`src/rtl/load_store_unit_pkg.sv`:
```
// lsu_pkg: shared types, funct3 encodings and access-size decode for the load/store unit.
package lsu_pkg;
    typedef enum logic [2:0] {IDLE, LD_READ, RMW_READ, ST_WRITE, RESP} lsu_state_e;
    typedef enum logic [1:0] {SZ_B, SZ_H, SZ_W} ls_size_e;
    localparam logic [2:0] F3_LB  = 3'b000;
    localparam logic [2:0] F3_LH  = 3'b001;
    localparam logic [2:0] F3_LW  = 3'b010;
    localparam logic [2:0] F3_LBU = 3'b100;
    localparam logic [2:0] F3_LHU = 3'b101;
    // Unlisted encodings (and stores with funct3[1:0]==11) fall through to word access.
    function automatic ls_size_e size_of(input logic [2:0] f3);
        return f3[1:0] == F3_LB[1:0] ? SZ_B : f3[1:0] == F3_LH[1:0] ? SZ_H : SZ_W;
    endfunction
endpackage

```
`src/rtl/load_store_unit_if.sv`:
```
// load_store_unit_if: execute-side request/response bundle of the load/store unit.
// resp_misaligned exists only when MISALIGN_TRAP_EN is defined.
interface load_store_unit_if;
    logic        req_valid;
    logic        req_ready;
    logic        req_we;
    logic [2:0]  req_funct3;
    logic [31:0] req_addr;
    logic [31:0] req_wdata;
    logic [4:0]  req_rd;
    logic        resp_valid;
    logic [31:0] resp_rdata;
    logic [4:0]  resp_rd;
`ifdef MISALIGN_TRAP_EN
    logic        resp_misaligned;
    modport master(output req_valid, req_we, req_funct3, req_addr, req_wdata, req_rd,
                   input req_ready, resp_valid, resp_rdata, resp_rd, resp_misaligned);
    modport slave(input req_valid, req_we, req_funct3, req_addr, req_wdata, req_rd,
                  output req_ready, resp_valid, resp_rdata, resp_rd, resp_misaligned);
`else
    modport master(output req_valid, req_we, req_funct3, req_addr, req_wdata, req_rd,
                   input req_ready, resp_valid, resp_rdata, resp_rd);
    modport slave(input req_valid, req_we, req_funct3, req_addr, req_wdata, req_rd,
                  output req_ready, resp_valid, resp_rdata, resp_rd);
`endif
endinterface

```
`src/rtl/load_store_unit_load_align.sv`:
```
// load_align: picks the byte/half lane of a memory word and sign/zero-extends it.
module load_align
    import lsu_pkg::*;
(
    input  logic [31:0] word,
    input  logic [1:0]  off,
    input  logic [2:0]  funct3,
    output logic [31:0] value
);
    ls_size_e    sz;
    logic        sgn;
    logic [7:0]  b;
    logic [15:0] h;
    always_comb begin
        sz = size_of(funct3);
        sgn = funct3 != F3_LBU && funct3 != F3_LHU;
        b = word[{off, 3'b000} +: 8];
        h = off[1] ? word[31:16] : word[15:0];
        value = sz == SZ_B ? {{24{sgn & b[7]}}, b} : sz == SZ_H ? {{16{sgn & h[15]}}, h} : word;
    end
endmodule

```
`src/rtl/load_store_unit.sv`:
```
// load_store_unit: turns RV32I loads/stores into whole-word accesses, sub-word stores via read-modify-write.
// Defining MISALIGN_TRAP_EN adds resp_misaligned and traps misaligned H/W ops without touching memory.
module load_store_unit
    import lsu_pkg::*;
#(
    parameter int ADDR_W = 10
) (
    input  logic              clk,
    input  logic              rst_n,
    load_store_unit_if.slave  bus,
    output logic              mem_WE,
    output logic              mem_RE,
    output logic [ADDR_W-1:0] mem_address,
    output logic [31:0]       mem_write_data,
    input  logic [31:0]       mem_read_data
);
    lsu_state_e  state;
    logic [2:0]  f3;
    logic [1:0]  off;
    logic [31:0] wdata;
    logic [4:0]  rd;
    logic [31:0] ld_val, mask, lanes, merged;
    ls_size_e    sz, req_sz;
    logic        trap;
    logic        unused_addr;

    assign unused_addr = ^bus.req_addr[31:ADDR_W+2];
    assign req_sz = size_of(bus.req_funct3);

    load_align u_align (.word(mem_read_data), .off(off), .funct3(f3), .value(ld_val));

    // Byte-lane mask for the pending store; lanes outside it keep the word just read.
    always_comb begin
        sz = size_of(f3);
        mask = sz == SZ_B ? 32'hFF << {off, 3'b000} : sz == SZ_H ? (off[1] ? 32'hFFFF_0000 : 32'h0000_FFFF) : '1;
        lanes = sz == SZ_B ? {4{wdata[7:0]}} : sz == SZ_H ? {2{wdata[15:0]}} : wdata;
        merged = (mem_read_data & ~mask) | (lanes & mask);
    end

`ifdef MISALIGN_TRAP_EN
    assign trap = (req_sz == SZ_H && bus.req_addr[0]) || (req_sz == SZ_W && bus.req_addr[1:0] != 2'b00);
    always_ff @(posedge clk or negedge rst_n)
        if (!rst_n) bus.resp_misaligned <= 1'b0;
        else if (state == IDLE && bus.req_valid) bus.resp_misaligned <= trap;
`else
    assign trap = 1'b0;
`endif

    always_ff @(posedge clk or negedge rst_n) begin
        if (!rst_n) begin
            state          <= IDLE;
            f3             <= '0;
            off            <= '0;
            wdata          <= '0;
            rd             <= '0;
            mem_WE         <= 1'b0;
            mem_RE         <= 1'b0;
            mem_address    <= '0;
            mem_write_data <= '0;
            bus.req_ready  <= 1'b1;
            bus.resp_valid <= 1'b0;
            bus.resp_rdata <= '0;
            bus.resp_rd    <= '0;
        end else begin
            case (state)
                IDLE: if (bus.req_valid) begin
                    f3            <= bus.req_funct3;
                    off           <= bus.req_addr[1:0];
                    wdata         <= bus.req_wdata;
                    rd            <= bus.req_rd;
                    bus.req_ready <= 1'b0;
                    if (trap) begin
                        state          <= RESP;
                        bus.resp_valid <= 1'b1;
                        bus.resp_rdata <= '0;
                        bus.resp_rd    <= bus.req_rd;
                    end else begin
                        mem_address <= bus.req_addr[ADDR_W+1:2];
                        if (!bus.req_we) begin
                            state  <= LD_READ;
                            mem_RE <= 1'b1;
                        end else if (req_sz == SZ_W) begin
                            state          <= ST_WRITE;
                            mem_WE         <= 1'b1;
                            mem_write_data <= bus.req_wdata;
                        end else begin
                            state  <= RMW_READ;
                            mem_RE <= 1'b1;
                        end
                    end
                end
                LD_READ: begin
                    state          <= RESP;
                    mem_RE         <= 1'b0;
                    bus.resp_valid <= 1'b1;
                    bus.resp_rdata <= ld_val;
                    bus.resp_rd    <= rd;
                end
                RMW_READ: begin
                    state          <= ST_WRITE;
                    mem_RE         <= 1'b0;
                    mem_WE         <= 1'b1;
                    mem_write_data <= merged;
                end
                ST_WRITE: begin
                    state          <= RESP;
                    mem_WE         <= 1'b0;
                    bus.resp_valid <= 1'b1;
                    bus.resp_rdata <= '0;
                    bus.resp_rd    <= rd;
                end
                RESP: begin
                    state          <= IDLE;
                    bus.resp_valid <= 1'b0;
                    bus.req_ready  <= 1'b1;
                end
                default: state <= IDLE;
            endcase
        end
    end
endmodule

```
`src/flat_wrapper.sv`:
```
// flat-port wrapper written by rule: the top's interface ports become plain ports
module load_store_unit_flat import lsu_pkg::*;
#(
    parameter int ADDR_W = 10
)
  (clk, rst_n, mem_WE, mem_RE, mem_address, mem_write_data, mem_read_data, bus_req_valid, bus_req_we, bus_req_funct3, bus_req_addr, bus_req_wdata, bus_req_rd, bus_req_ready, bus_resp_valid, bus_resp_rdata, bus_resp_rd);
  load_store_unit_if bus_i ();
  input  logic clk;
  input  logic rst_n;
  output logic mem_WE;
  output logic mem_RE;
  output logic [ADDR_W-1:0] mem_address;
  output logic [31:0] mem_write_data;
  input  logic [31:0] mem_read_data;
  input wire logic [$bits(bus_i.req_valid)-1:0] bus_req_valid;
  input wire logic [$bits(bus_i.req_we)-1:0] bus_req_we;
  input wire logic [$bits(bus_i.req_funct3)-1:0] bus_req_funct3;
  input wire logic [$bits(bus_i.req_addr)-1:0] bus_req_addr;
  input wire logic [$bits(bus_i.req_wdata)-1:0] bus_req_wdata;
  input wire logic [$bits(bus_i.req_rd)-1:0] bus_req_rd;
  output wire logic [$bits(bus_i.req_ready)-1:0] bus_req_ready;
  output wire logic [$bits(bus_i.resp_valid)-1:0] bus_resp_valid;
  output wire logic [$bits(bus_i.resp_rdata)-1:0] bus_resp_rdata;
  output wire logic [$bits(bus_i.resp_rd)-1:0] bus_resp_rd;
  assign bus_i.req_valid = bus_req_valid;
  assign bus_i.req_we = bus_req_we;
  assign bus_i.req_funct3 = bus_req_funct3;
  assign bus_i.req_addr = bus_req_addr;
  assign bus_i.req_wdata = bus_req_wdata;
  assign bus_i.req_rd = bus_req_rd;
  assign bus_req_ready = bus_i.req_ready;
  assign bus_resp_valid = bus_i.resp_valid;
  assign bus_resp_rdata = bus_i.resp_rdata;
  assign bus_resp_rd = bus_i.resp_rd;
  load_store_unit #(.ADDR_W(ADDR_W)) u_core (.clk(clk), .rst_n(rst_n), .bus(bus_i), .mem_WE(mem_WE), .mem_RE(mem_RE), .mem_address(mem_address), .mem_write_data(mem_write_data), .mem_read_data(mem_read_data));
endmodule
```
`config.mk`:
```
export PLATFORM = sky130hd
export DESIGN_NAME = load_store_unit_flat
export DESIGN_NICKNAME = d
export VERILOG_FILES = /design/src/rtl/load_store_unit_pkg.sv /design/src/rtl/load_store_unit_if.sv /design/src/rtl/load_store_unit_load_align.sv /design/src/rtl/load_store_unit.sv /design/src/flat_wrapper.sv
export SDC_FILE = /design/constraint.sdc
export NUM_CORES = 1
export LEC_CHECK = 0
export ABC_AREA = 1
export BUFFER_PORTS_ARGS = -buffer_cell sky130_fd_sc_hd__buf_2
export CORE_AREA = 2 2 160 162
export CTS_BUF_LIST = sky130_fd_sc_hd__clkbuf_4
export DETAILED_ROUTE_END_ITERATION = 7
export DIE_AREA = 0 0 162 164
export PLACE_DENSITY = 0.58
export SETUP_SLACK_MARGIN = 0.1
export SYNTH_ARGS = -nofsm -noshare
export SYNTH_HDL_FRONTEND = slang
export SYNTH_HIERARCHICAL = 1
export SYNTH_SLANG_ARGS = --single-unit
export TNS_END_PERCENT = 10
```
`constraint.sdc`:
```
create_clock -name clk -period 1.8 [get_ports clk]
set_input_delay 0.36 -clock clk [delete_from_list [all_inputs] [get_ports clk]]
set_output_delay 0.36 -clock clk [all_outputs]
set_load 0.03 [all_outputs]
```
After elaboration in Yosys (flattened, before gate mapping). Cells that the tools add are included.

Flip-flop bits (word level): 128. Bits of input ports: 108. Output and inout port bits: 83. Logic and storage cells: 85.

Equality and inequality tests: 14. Shifts and indexed selects: 2. Multiplexer cells: 32. Bitwise gates (word level): 6. Reductions and logical operators: 18.

Operator list (count): two-way mux 32 bit (10); one-hot mux 32 bit (2 select lines) (2); bitwise AND 32 bit (2); NOT 32 bit (1); bitwise OR 32 bit (1); indexed part select 32 x 6 -> 8 bit (1); << shifter 8 x 5 -> 32 bit (first input constant) (1); two-way mux 16 bit (1); nonzero test 2 bit (5); inequality test 3 bit (second input constant) (3); one-hot mux 3 bit (3 select lines) (1); two-way mux 1 bit (8); two-way mux 2 bit (4); AND reduction 4 bit (2); == test 2 x 1 -> 1 bit (second input constant) (3); == test 3 x 2 -> 1 bit (second input constant) (2); zero test 2 bit (3); two-way mux 3 bit (2); one-hot mux 1 bit (2 select lines) (3); inequality test 2 bit (second input constant) (2); AND reduction 2 bit (2); OR reduction 2 bit (2); == test 3 x 1 -> 1 bit (second input constant) (1); == test 3 bit (second input constant) (1); 8 further kinds (9).

Logic depth before layout (Yosys ltp). Gate-level depths: netlist (run 1).

Word-level depth: 10. Mapped depth: 10. Gate-level depth less buffers: 9.

By module. Netlist (run 1), hierarchy kept.

Modules (own cells, without submodules): load_store_unit (times used 1, cells each 828, area each 6249.7 um^2, seq. area each 3204.3 um^2); load_align (times used 1, cells each 246, area each 1121.1 um^2, seq. area each 0.0 um^2).

Worst setup path before layout (run 1). OpenSTA, ideal clock, no wires.

Path type: flip-flop to flip-flop. Start point: register u_core.f3[0]. End point: register u_core.mem_write_data[24]. Setup time: 0.117 ns. Data arrival time: 1.329 ns. Required time: 1.683 ns. Path slack: 0.354 ns. Cell stages (with the launch flop): 10. Buffers on the path: 0. Period minus slack after synthesis: 1.446 ns. Cells stage by stage: dfrtp_1 > inv_1 > nand2_1 > nand2_1 > nand2_1 > inv_1 > nand2_1 > nand3_1 > nand2_1 > nand2_1.

Cells in the longest elaborated chain, start to end: 10. Elaborated cells between the ends (all ways): 15. Those cells by class: eq/ne (2); mux (7); bitwise (4); reduce/logical (2).

Ends and longest elaborated chain: start, declared (line load_store_unit.sv:18) `logic [2:0] f3;`; start signal, assigned (line load_store_unit.sv:67) `f3 <= bus.req_funct3;`; == test 2 x 1 -> 1 bit (line load_store_unit_pkg.sv:12) `return f3[1:0] == F3_LB[1:0] ? SZ_B : f3[1:0] == F3_LH[1:0] ? SZ_H : SZ_W;`; two-way mux 2 bit (line load_store_unit_pkg.sv:12); two-way mux 2 bit (*) (line load_store_unit_pkg.sv:12); == test 2 x 1 -> 1 bit (line load_store_unit.sv:35, load_store_unit.sv:36); two-way mux 32 bit (2 in series) (line load_store_unit.sv:35) `mask = sz == SZ_B ? 32'hFF << {off, 3'b000} : sz == SZ_H ? (off[1] ? 32'hFFFF_0000 : 32'h0000_FFFF) : '1;`; NOT 32 bit (line load_store_unit.sv:37) `merged = (mem_read_data & ~mask) | (lanes & mask);`; bitwise AND 32 bit (line load_store_unit.sv:37); bitwise OR 32 bit (*) (line load_store_unit.sv:37); one-hot mux 32 bit (2 select lines) (*) (line load_store_unit.sv:65) `case (state)`; end signal, assigned (line load_store_unit.sv:85) `mem_write_data <= bus.req_wdata;`; end signal, assigned (line load_store_unit.sv:103) `mem_write_data <= merged;`; end, declared (line load_store_unit.sv:14) `output logic [31:0] mem_write_data,`.

Every way passes the cells marked *; elsewhere a longest branch is shown, timed or not. A chain may end at the register's enable or synchronous reset.

Worst setup path after layout (run 1).
Start point: register u_core.f3[1]. End point: register u_core.mem_write_data[25].

The elaborated chain is that of the path after synthesis.

==> results.md, run 1 <==
- Length in cells of the worst reg-to-reg path: 7
- Fin. max-slew vios: 0
- # DRC: 0
- CTS root buf: clkbuf_4
- Setup crit end kind: flip-flop
- Mapped Area: 7370 µm²
- Core footprint: 24800 µm²
- Setup CP Type: flip-flop to flip-flop
- CTS max path bufs: 2
- Crit start category: flip-flop
- Hold EP: u_core/wdata[10]$_DFFE_PN0P_
- Distinct cell type count after synthesis: 34
- Worst-path fanout max: 8
- Post-synth top cells: 444 x nand2_1, 132 x inv_1, 127 x dfrtp_1
- Largest cells by area after synthesis: dfrtp_1 43%, nand2_1 23%, nand3_1 8.0%
- Global-route wire length before repair: 38200 µm
- Data required time at the worst endpoint: 2310 ps
- Flop-to-flop setup slack: 150 ps
- Setup Skew: 24.8 ps
- RSZ-0062 raised after global routing: true
- Post-synth EDFFs: 0
- Syn_nets: 1182
- TNS Setup: 0 ps
- Clock Latency Late Sink: 580 ps
- GRT Resource Usage Total: 0.187
- Min cycle time layout: 1650 ps
- Mean Syn Cell Area: 6.86 µm²
- Via Count: 7439
- VDD IR max: 614 µV
- Final setup violating endpoints: 0
- Global route total overflow: 0
- Worst r2r dst: u_core/mem_write_data[25]$_DFFE_PN0P_
- Worst hold start: bus_req_wdata[10]
- Status: complete, no violations
- I/O pins: 191
- CTS tree: built
- Max-Cap Viols: 0
- Avg Vias per Cell: 4.56
- Initial antenna violation count: 1
- Area growth, synth to finish: 27.4%
- WL per Instance: 15.2 µm
- Power, Total: 17.6 mW
- Crit Reg-Reg Startpoint: u_core/f3[1]$_DFFE_PN0P_
- Final hold slack: 38.9 ps
- FF+latch count, synth: 128
- Synth Warn #: 6
- Post-DP Area: 8700 µm²
- Die span in x: 162 µm
- Top-count cell post-synth: nand2_1
- Hold Crit Depth: 3
- Worst-Margin Slew: 624 ps
- Sequential fraction of the synthesis area: 0.435
- Detailed Place HPWL: 18100 µm
- Largest net degree at the start of global routing: 60
- Vias in the first global route: 7129
- Hold Vio Cnt, Final: 0
- TritonCTS buffer count: 17
- Layout cell share with drive strength beyond 1: 0.219
- Slew HR: 0.582
- Worst endpoint data arrival time: 2160 ps
- PortBufs: 170
- Drt total wl: 24800 µm
- Final instance area: 9390 µm²
- Clk pin slew, worst setup/hold paths: 130 ps
- Final nets: 1394
- Cell count after synthesis: 1074
- Area leader, netlist: dfrtp_1
- Fin crit share: 0.917
- Row cnt: 58
- Ys async rst share: 1.00
- Die height: 164 µm
- Filler cell count: 2705
- Sink Count: 128
- Share of the synthesized area in the top cell type: 0.431
- Fin util: 0.378
- DRT antenna net count: 0
- Top FF cell, synth: dfrtp_1
- Die Footprint: 26600 µm²
- Worst hold path type: input pin to flip-flop
- DRT Pass-1 Iters: 6
- LEAKAGE: 5.34 nW
- Initial Utilization: 0.297
- H-tree depth: 4
- Initial DRC Count: 499
- Pwr per Cell Area: 1880 nW/µm²
- Max Clock Freq: 606 MHz
- Gp weighted congestion: 0.861
## routing by layer
metal	up-vias	GRT usage	share of wire
met5	-	0	0
met4	0	0.0447	0.013
met3	23	0.0414	0.058
met2	230	0.309	0.47
met1	3436	0.251	0.46
li1	3750	-	-
## cell type report
cell class                 instances  area, µm²  share of cell area
clock buffer                      18        135              0.0144
timing repair buffer             247       1650               0.175
inverter                         143        539              0.0574
sequential                       128       3210               0.341
antenna                            1       2.50            0.000266
multi-input combinational        749       3320               0.353
tap                              330        413              0.0440
clock inverter                    14        131              0.0140
## sequential cells by signal (all words and copies together) (netlist names)
register	cells
u_core/wdata	32
u_core/mem_RE	1
u_core/bus.resp_rdata	32
u_core/mem_address	10
u_core/rd	5
u_core/state	3
u_core/mem_write_data	32
u_core/f3	3
u_core/off	2
u_core/bus.req_ready	1
u_core/bus.resp_valid	1
u_core/bus.resp_rd	5
u_core/mem_WE	1
## cells by family (layout without fill, tap and decap cells)
kind of cell,count (synthesis),after routing,share of synthesized area
flip-flops,128,128,0.435
buffers and inverters,198,422,0.119
AO/OA/AOI/OAI,126,126,0.0923
other,0,1,0
AND/OR/NAND/NOR,622,623,0.354
## worst max-delay path, stage by stage, from the launching register on
cell	delay (ps)
dfrtp_2	470
nor2_1	500
nand2_1	130
o21ai_0	170
nand2_1	120
nand3_1	100
nand2_1	60
nand2_1	50
## per-stage QoR
step / cells / setup WS, ps
2_1_floorplan: 1074 / 354
3_3_place_gp: 1559 / 121
3_5_place_dp: 1559 / 138
4_1_cts: 1622 / 98.5
5_1_grt: 1630 / 32.9
6_report: 1630 / 150
## power breakdown
part | switching (mW) | leakage [nW] | internal (mW) | total [mW]
clock | 1.27 | 0.132 | 0.720 | 1.99
combinational | 7.21 | 3.65 | 3.41 | 10.6
sequential | 0.772 | 1.57 | 4.23 | 5.00
## worst max-delay path by stage
stage                     slack, ps                   startpoint                                     to  cells past startpoint
after CTS                       100     u_core/f3[1]$_DFFE_PN0P_  u_core/mem_write_data[26]$_DFFE_PN0P_                      7
after detailed placement        140  u_core/state[2]$_DFFE_PN0P_           u_core/wdata[31]$_DFFE_PN0P_                      8
after global placement          120     u_core/f3[1]$_DFFE_PN0P_  u_core/mem_write_data[26]$_DFFE_PN0P_                      7
after floorplan                 350     u_core/f3[0]$_DFFE_PN0P_  u_core/mem_write_data[24]$_DFFE_PN0P_                      9
after global routing             30    u_core/off[1]$_DFFE_PN0P_  u_core/mem_write_data[13]$_DFFE_PN0P_                      8
final                           150     u_core/f3[1]$_DFFE_PN0P_  u_core/mem_write_data[25]$_DFFE_PN0P_                      7
## repair_timing
action / CTS / global route
hold buffers: 31 / 3
endpoints found under the setup margin: 2 / 71
setup buffers: 0 / 3
pin swaps: 0 / 4
gates cloned: 0 / 1
endpoints found under the hold margin: 54 / 3
resized for setup: 1 / 9
## cell usage in the layout, fill, tap and decap left out, types with 34 or more instances in the layout
master and instances:
buf_4 34, buf_2 168, nand2_1 444, dfrtp_1 126, inv_1 132, nor2_1 36, a21oi_1 58, dlygate4sd3_1 34
nand3_1 117, o21ai_0 48
(Power assumes the default switching activity.)
==> run 2, diff against run 1 <==
Settings changed: CTS_BUF_LIST sky130_fd_sc_hd__clkbuf_4 to unset, PLACE_DENSITY 0.58 to 0.6.
Clock period 1.8 ns to 1.5 ns, I/O delays scaled along.
==> results.md, run 2 (synthesis results as in run 1) <==
- Final Non-Filler Cells: 1634 (+0.25%)
- DRT Pass-1 Iters: 6 (unchanged)
- Sink Count: 128 (unchanged)
- Met2 wire len: 12700 µm (+10%)
- Crit path largest cell delay: 400 ps (-100 ps)
- Hold Crit Depth: 3 (unchanged)
- Initial DRC Count: 593 (+19%)
- Post-DP Area: 8830 µm² (+1.6%)
- WL per Instance: 16.5 µm (+8.6%)
- Vias in the first global route: 7207 (+1.1%)
- # DRC: 0 (unchanged)
- Crit Reg-Reg Startpoint: u_core/state[0]$_DFFE_PN0P_
- CP max stage cell: dfrtp_1
- Worst-path fanout max: 6 (-2)
- Worst r2r dst: u_core/wdata[8]$_DFFE_PN0P_
- VDD IR max: 875 µV (+42%)
- Largest net degree at the start of global routing: 76 (+27%)
- Clock Latency Late Sink: 430 ps (-150 ps)
- I/O pins: 191 (unchanged)
- Slew HR: 0.696 (+0.114)
- Status: finished with violations
- Die height: 164 µm (unchanged)
- Dpl cells: 1567 (+0.51%)
- Worst hold path type: input pin to flip-flop
- CTS tree: built
- Gp weighted congestion: 0.872 (+1.3%)
- Met3 wire length: 1740 µm (+21%)
- Flop-to-flop setup slack: -20 ps (-170 ps)
- Register area: 3210 µm² (about the same)
- Fin crit share: 1.01 (+0.0971)
- Layout cell share with drive strength beyond 1: 0.295 (+0.0758)
- Final nets: 1399 (+0.36%)
- Setup CP Type: flip-flop to flip-flop
- Row cnt: 58 (unchanged)
- CTS root buf: clkbuf_16
- Fin. max-slew vios: 0 (unchanged)
- Violated checks: negative setup slack
- DRT antenna net count: 0 (unchanged)
- Length in cells of the worst reg-to-reg path: 10 (+3)
- Drt total wl: 27000 µm (+8.9%)
- Final instance area: 10200 µm² (+8.6%)
- Min cycle time layout: 1520 ps (-129 ps)
- Max Clock Freq: 658 MHz (+8.5%)
- Setup Skew: 11.9 ps (-12.9 ps)
- RSZ-0062 raised after global routing: true
- Area growth, synth to finish: 38.4%
- Initial antenna violation count: 1 (unchanged)
- Worst endpoint data arrival time: 1880 ps (-280 ps)
- Hold EP: u_core/mem_address[6]$_DFFE_PN0P_
- CP Cell Sequence: inv_2 -> nand2_4 -> nor2_4 -> inv_2 -> nor2_4 -> buf_12 -> buf_8 -> clkbuf_16 -> nand2_2 -> o21ai_2
- Commonest non-fill, non-tap cell in the layout: nand2_1
- Avg Vias per Cell: 4.66 (+2.2%)
- Global-route wire length before repair: 40200 µm (+5.2%)
- Most frequent cells in the layout: 423 x nand2_1, 168 x buf_2, 129 x inv_1, 125 x dfrtp_1, 109 x nand3_1
- Multi-input logic area: 3530 µm² (+6.6%)
- Worst hold start: bus_req_addr[8]
- PortBufs: 170 (unchanged)
- Crit start category: flip-flop
- Detailed Place HPWL: 18300 µm (+0.98%)
- LEAKAGE: 5.70 nW (+6.6%)
- CTS max path bufs: 2 (unchanged)
- Initial Utilization: 0.297 (unchanged)
- Diode count: 0 (-1)
- GRT Resource Usage Total: 0.195 (+0.00797)
- Hold Vio Cnt, Final: 0 (unchanged)
- M1 WL: 12000 µm (+5.1%)
- Final hold slack: 71.0 ps (+32.1 ps)
- TritonCTS buffer count: 17 (unchanged)
- Power, Total: 25.6 mW (+45%)
- Worst Slack Setup Final: -20.9 ps (-171 ps)
- Via Count: 7620 (+2.4%)
- Filler cell count: 2664 (-1.5%)
- Max-Cap Viols: 0 (unchanged)
- Setup crit end kind: flip-flop
- Core footprint: 24800 µm² (unchanged)
- Die Footprint: 26600 µm² (unchanged)
- Top flop regs: u_core/bus.resp_rdata x32, u_core/mem_write_data x32, u_core/wdata x32
- Data required time at the worst endpoint: 1860 ps (-450 ps)
- Worst-Margin Slew: 456 ps (-168 ps)
- Global route total overflow: 0 (unchanged)
- Pwr per Cell Area: 2510 nW/µm² (+34%)
- Clk pin slew, worst setup/hold paths: 60 ps (-70 ps)
- Die span in x: 162 µm (unchanged)
- Final setup violating endpoints: 11 (+11)
- Max Used Layer: met5
- H-tree depth: 4 (unchanged)
- Pre-CTS setup slack: -80.1 ps (-219 ps)
[run 2: cell types whose count changed in the layout (fill, tap and decap cells not counted), moves of 20 or more]
cell	previous run	this run
dlygate4sd3_1	34	1
nand2_1	444	423
clkbuf_16	0	22
nand2_2	12	32
o21ai_0	48	20
[run 2: what timing repair did]
item                                    CTS  global route
hold buffers                              1             0
endpoints found under the hold margin   127             0
pin swaps                                 2            13
setup buffers                            13            10
gates resized for setup                  28           102
endpoints found under the setup margin  102           118
cloned                                    1            10
[run 2: metal layers]
metal  up-vias  GRT usage
li1       3752          -
met1      3540      0.273
met2       291      0.309
met3        35     0.0417
met4         2     0.0459
met5         -          0
[run 2: through the flow]
stage	util	TNS, ps
6_report	0.411	-109
3_5_place_dp	0.356	-584
5_1_grt	0.411	-4180
4_1_cts	0.389	0
3_3_place_gp	0.356	-162
2_1_floorplan	-	0
[run 2: worst max-delay path, delay by kind of cell, from the launching register on]
kind | cells | cell delay (ps)
flops | 1 | 400
simple gates | 4 | 380
compound gates | 1 | 50
buf+inv | 5 | 630
[run 2: worst max-delay path by stage]
stage,slack [ps],endpoint,cells after the start,startpoint
global route,-90,u_core/wdata[10]$_DFFE_PN0P_,10,u_core/state[2]$_DFFE_PN0P_
CTS,40,u_core/mem_write_data[31]$_DFFE_PN0P_,9,u_core/state[2]$_DFFE_PN0P_
finish,-20,u_core/wdata[8]$_DFFE_PN0P_,10,u_core/state[0]$_DFFE_PN0P_
detailed placement,-80,u_core/mem_write_data[7]$_DFFE_PN0P_,6,u_core/off[0]$_DFFE_PN0P_
floorplan,100,u_core/mem_address[0]$_DFFE_PN0P_,10,u_core/state[2]$_DFFE_PN0P_
global placement,-30,u_core/mem_write_data[4]$_DFFE_PN0P_,5,u_core/f3[0]$_DFFE_PN0P_
[run 2: report_power, final]
group	internal [mW]	switching, mW
registers	5.10	0.943
clock network	2.55	1.72
logic	5.63	9.67
total	13.3	12.3
[run 2: area by class of cell]
class / instances / share of cell area
Sequential cell: 128 / 0.314
Timing Repair Buffer: 252 / 0.187
Inverter: 143 / 0.0542
Tap cell: 330 / 0.0405
Multi-Input combinational cell: 749 / 0.346
Clock inverter: 11 / 0.0129
Clock buffer: 21 / 0.0451
==> run 3, diff against run 2 <==
Settings changed: CELL_PAD_IN_SITES_DETAIL_PLACEMENT set to 0, CELL_PAD_IN_SITES_GLOBAL_PLACEMENT set to 2, CORE_AREA 2 2 160 162 to 2 2 172 174, DIE_AREA 0 0 162 164 to 0 0 174 176, PLACE_DENSITY 0.6 to 0.84, RECOVER_POWER set to 100, SKIP_LAST_GASP set to 1.
==> results.md, run 3 (synthesis results as in run 1) <==
- LEAKAGE: 5.57 nW (-2.3%)
- CTS tree: built
- TritonCTS buffer count: 17 (unchanged)
- Power, Total: 25.5 mW (-0.39%)
- Area growth, synth to finish: 38.3% (about the same)
- Worst Slack Setup Final: -23.6 ps (-2.72 ps)
- Violated checks: negative setup slack
- Drt total wl: 28400 µm (+5.5%)
- Die height: 176 µm (+7.3%)
- # DRC: 0 (unchanged)
- Layout cell share with drive strength beyond 1: 0.250 (-0.0449)
- Min cycle time layout: 1520 ps (+2.72 ps)
- Pwr per Cell Area: 2500 nW/µm² (-0.33%)
- TNS Setup: -90.3 ps (+19.1 ps)
- Clk pin slew, worst setup/hold paths: 60 ps (about the same)
- Crit start category: flip-flop
- I/O pins: 191 (unchanged)
- Setup CP Type: flip-flop to flip-flop
- Worst endpoint data arrival time: 1830 ps (-50 ps)
- Setup crit end kind: flip-flop
- Die Footprint: 30600 µm² (+15%)
- Hold Vio Cnt, Final: 0 (unchanged)
- Fin. max-slew vios: 0 (unchanged)
- Core footprint: 28500 µm² (+15%)
- Vias in the first global route: 7430 (+3.1%)
- Largest net degree at the start of global routing: 41 (-46%)
- RSZ-0062 raised after global routing: true
- Pre-CTS setup slack: -140 ps (-60.1 ps)
- CTS root buf: clkbuf_16
- Initial Utilization: 0.258 (-0.0388)
- Slew HR: 0.288 (-0.408)
- Filler cell count: 3161 (+19%)
- Detailed Place HPWL: 20600 µm (+12%)
- Commonest non-fill, non-tap cell in the layout: nand2_1
- Setup Skew: 9.81 ps (-2.11 ps)
- Sink Count: 128 (unchanged)
- Max-Cap Viols: 0 (unchanged)
- Top flop regs: u_core/bus.resp_rdata x32, u_core/mem_write_data x32, u_core/wdata x32
- Most frequent cells in the layout: 433 x nand2_1, 129 x inv_1, 125 x dfrtp_1, 116 x nand3_1, 88 x buf_2
- Multi-input logic area: 3510 µm² (-0.64%)
- Row cnt: 62 (+6.9%)
- Diode count: 0 (unchanged)
- Final Non-Filler Cells: 1690 (+3.4%)
- Register area: 3210 µm² (unchanged)
- Max Clock Freq: 656 MHz (-0.18%)
- Worst-Margin Slew: 1070 ps (+612 ps)
- Worst-path fanout max: 8 (+2)
- Data required time at the worst endpoint: 1810 ps (-50 ps)
- Status: finished with violations
- WL per Instance: 16.8 µm (+2.0%)
- Final nets: 1402 (+0.21%)
- VDD IR max: 897 µV (+2.6%)
- Clock Latency Late Sink: 430 ps (about the same)
- Initial antenna violation count: 0 (-1)
- CTS max path bufs: 2 (unchanged)
- Avg Vias per Cell: 4.48 (-4.0%)
- Initial DRC Count: 467 (-21%)
- H-tree depth: 4 (unchanged)
- PortBufs: 170 (unchanged)
- Final setup violating endpoints: 9 (-2)
- Global-route wire length before repair: 42700 µm (+6.4%)
- Worst hold path type: input pin to flip-flop
- DRT Pass-1 Iters: 5 (-1)
- Global route total overflow: 0 (unchanged)
- Gp weighted congestion: 0.877 (+0.57%)
- DRT antenna net count: 0 (unchanged)
- GRT Resource Usage Total: 0.184 (-0.0114)
- Via Count: 7569 (-0.67%)
- Flop-to-flop setup slack: -20 ps (about the same)
- Dpl cells: 1640 (+4.7%)
- Die span in x: 174 µm (+7.4%)
- Fin crit share: 1.02 (+0.00182)
[run 3: changes by cell type in the layout (fill, tap and decap cells not counted), sizes merged]
cell    before  now
buf        245  163
clkbuf      26  108
bufinv       2    3
nand3      120  121
[run 3: routing by layer]
layer / vias up / track usage / part of all wire
met5: - / 0 / 0
met4: 0 / 0.0389 / 0.015
met3: 26 / 0.0325 / 0.053
met2: 243 / 0.314 / 0.48
met1: 3536 / 0.244 / 0.45
li1: 3764 / - / -
[run 3: path summary, 6_finish.rpt]
kind,startpoint,to,cells after the start
max,u_core/state[0]$_DFFE_PN0P_,u_core/mem_write_data[0]$_DFFE_PN0P_,8
min,bus_req_addr[10],u_core/mem_address[8]$_DFFE_PN0P_,3
max reg2reg,u_core/state[0]$_DFFE_PN0P_,u_core/mem_write_data[0]$_DFFE_PN0P_,8
min reg2reg,u_core/wdata[18]$_DFFE_PN0P_,u_core/wdata[18]$_DFFE_PN0P_,2
max in group asynchronous,rst_n,u_core/bus.req_ready$_DFFE_PN1P_,3
min in group asynchronous,rst_n,u_core/bus.resp_rdata[27]$_DFFE_PN0P_,2
[run 3: worst max-delay path, cell delays in order, from the launching register on]
cell	delay, ps
dfrtp_1	390
inv_2	80
nand2_4	60
buf_6	120
a21oi_4	210
nand2_8	170
clkbuf_16	220
nor2_4	80
a21oi_1	70
[run 3: area by class of cell]
type / instances / area share
clock inverters: 12 / 0.0155
flip-flops and latches: 128 / 0.315
repair buffers: 254 / 0.180
clock buffers: 19 / 0.0444
multi-input cells: 750 / 0.344
inverters: 143 / 0.0539
well taps: 384 / 0.0471
[run 3: where the power goes]
group	total, mW	internal, mW	leakage (nW)	switching, mW
clock	4.34	2.70	0.292	1.64
combinational	15.1	5.41	3.71	9.69
sequential	6.08	5.11	1.57	0.972
total	25.5	13.2	5.57	12.3
[run 3: timing repair]
item | CTS | global route
hold endpoints to repair | 26 | 0
pin swaps | 4 | 10
resized for setup | 24 | 55
setup buffers | 7 | 0
cloned | 4 | 7
setup endpoints to repair | 118 | 118
hold buffers | 1 | 0
[run 3: stage by stage]
step                hold slack [ps]  utilization  area, µm²
detailed placement              241        0.317       9050
global placement                240        0.317       9050
floorplan                      4.41            -       7370
global route                   57.4        0.357      10200
CTS                            46.6        0.347       9910
finish                         65.9        0.357      10200
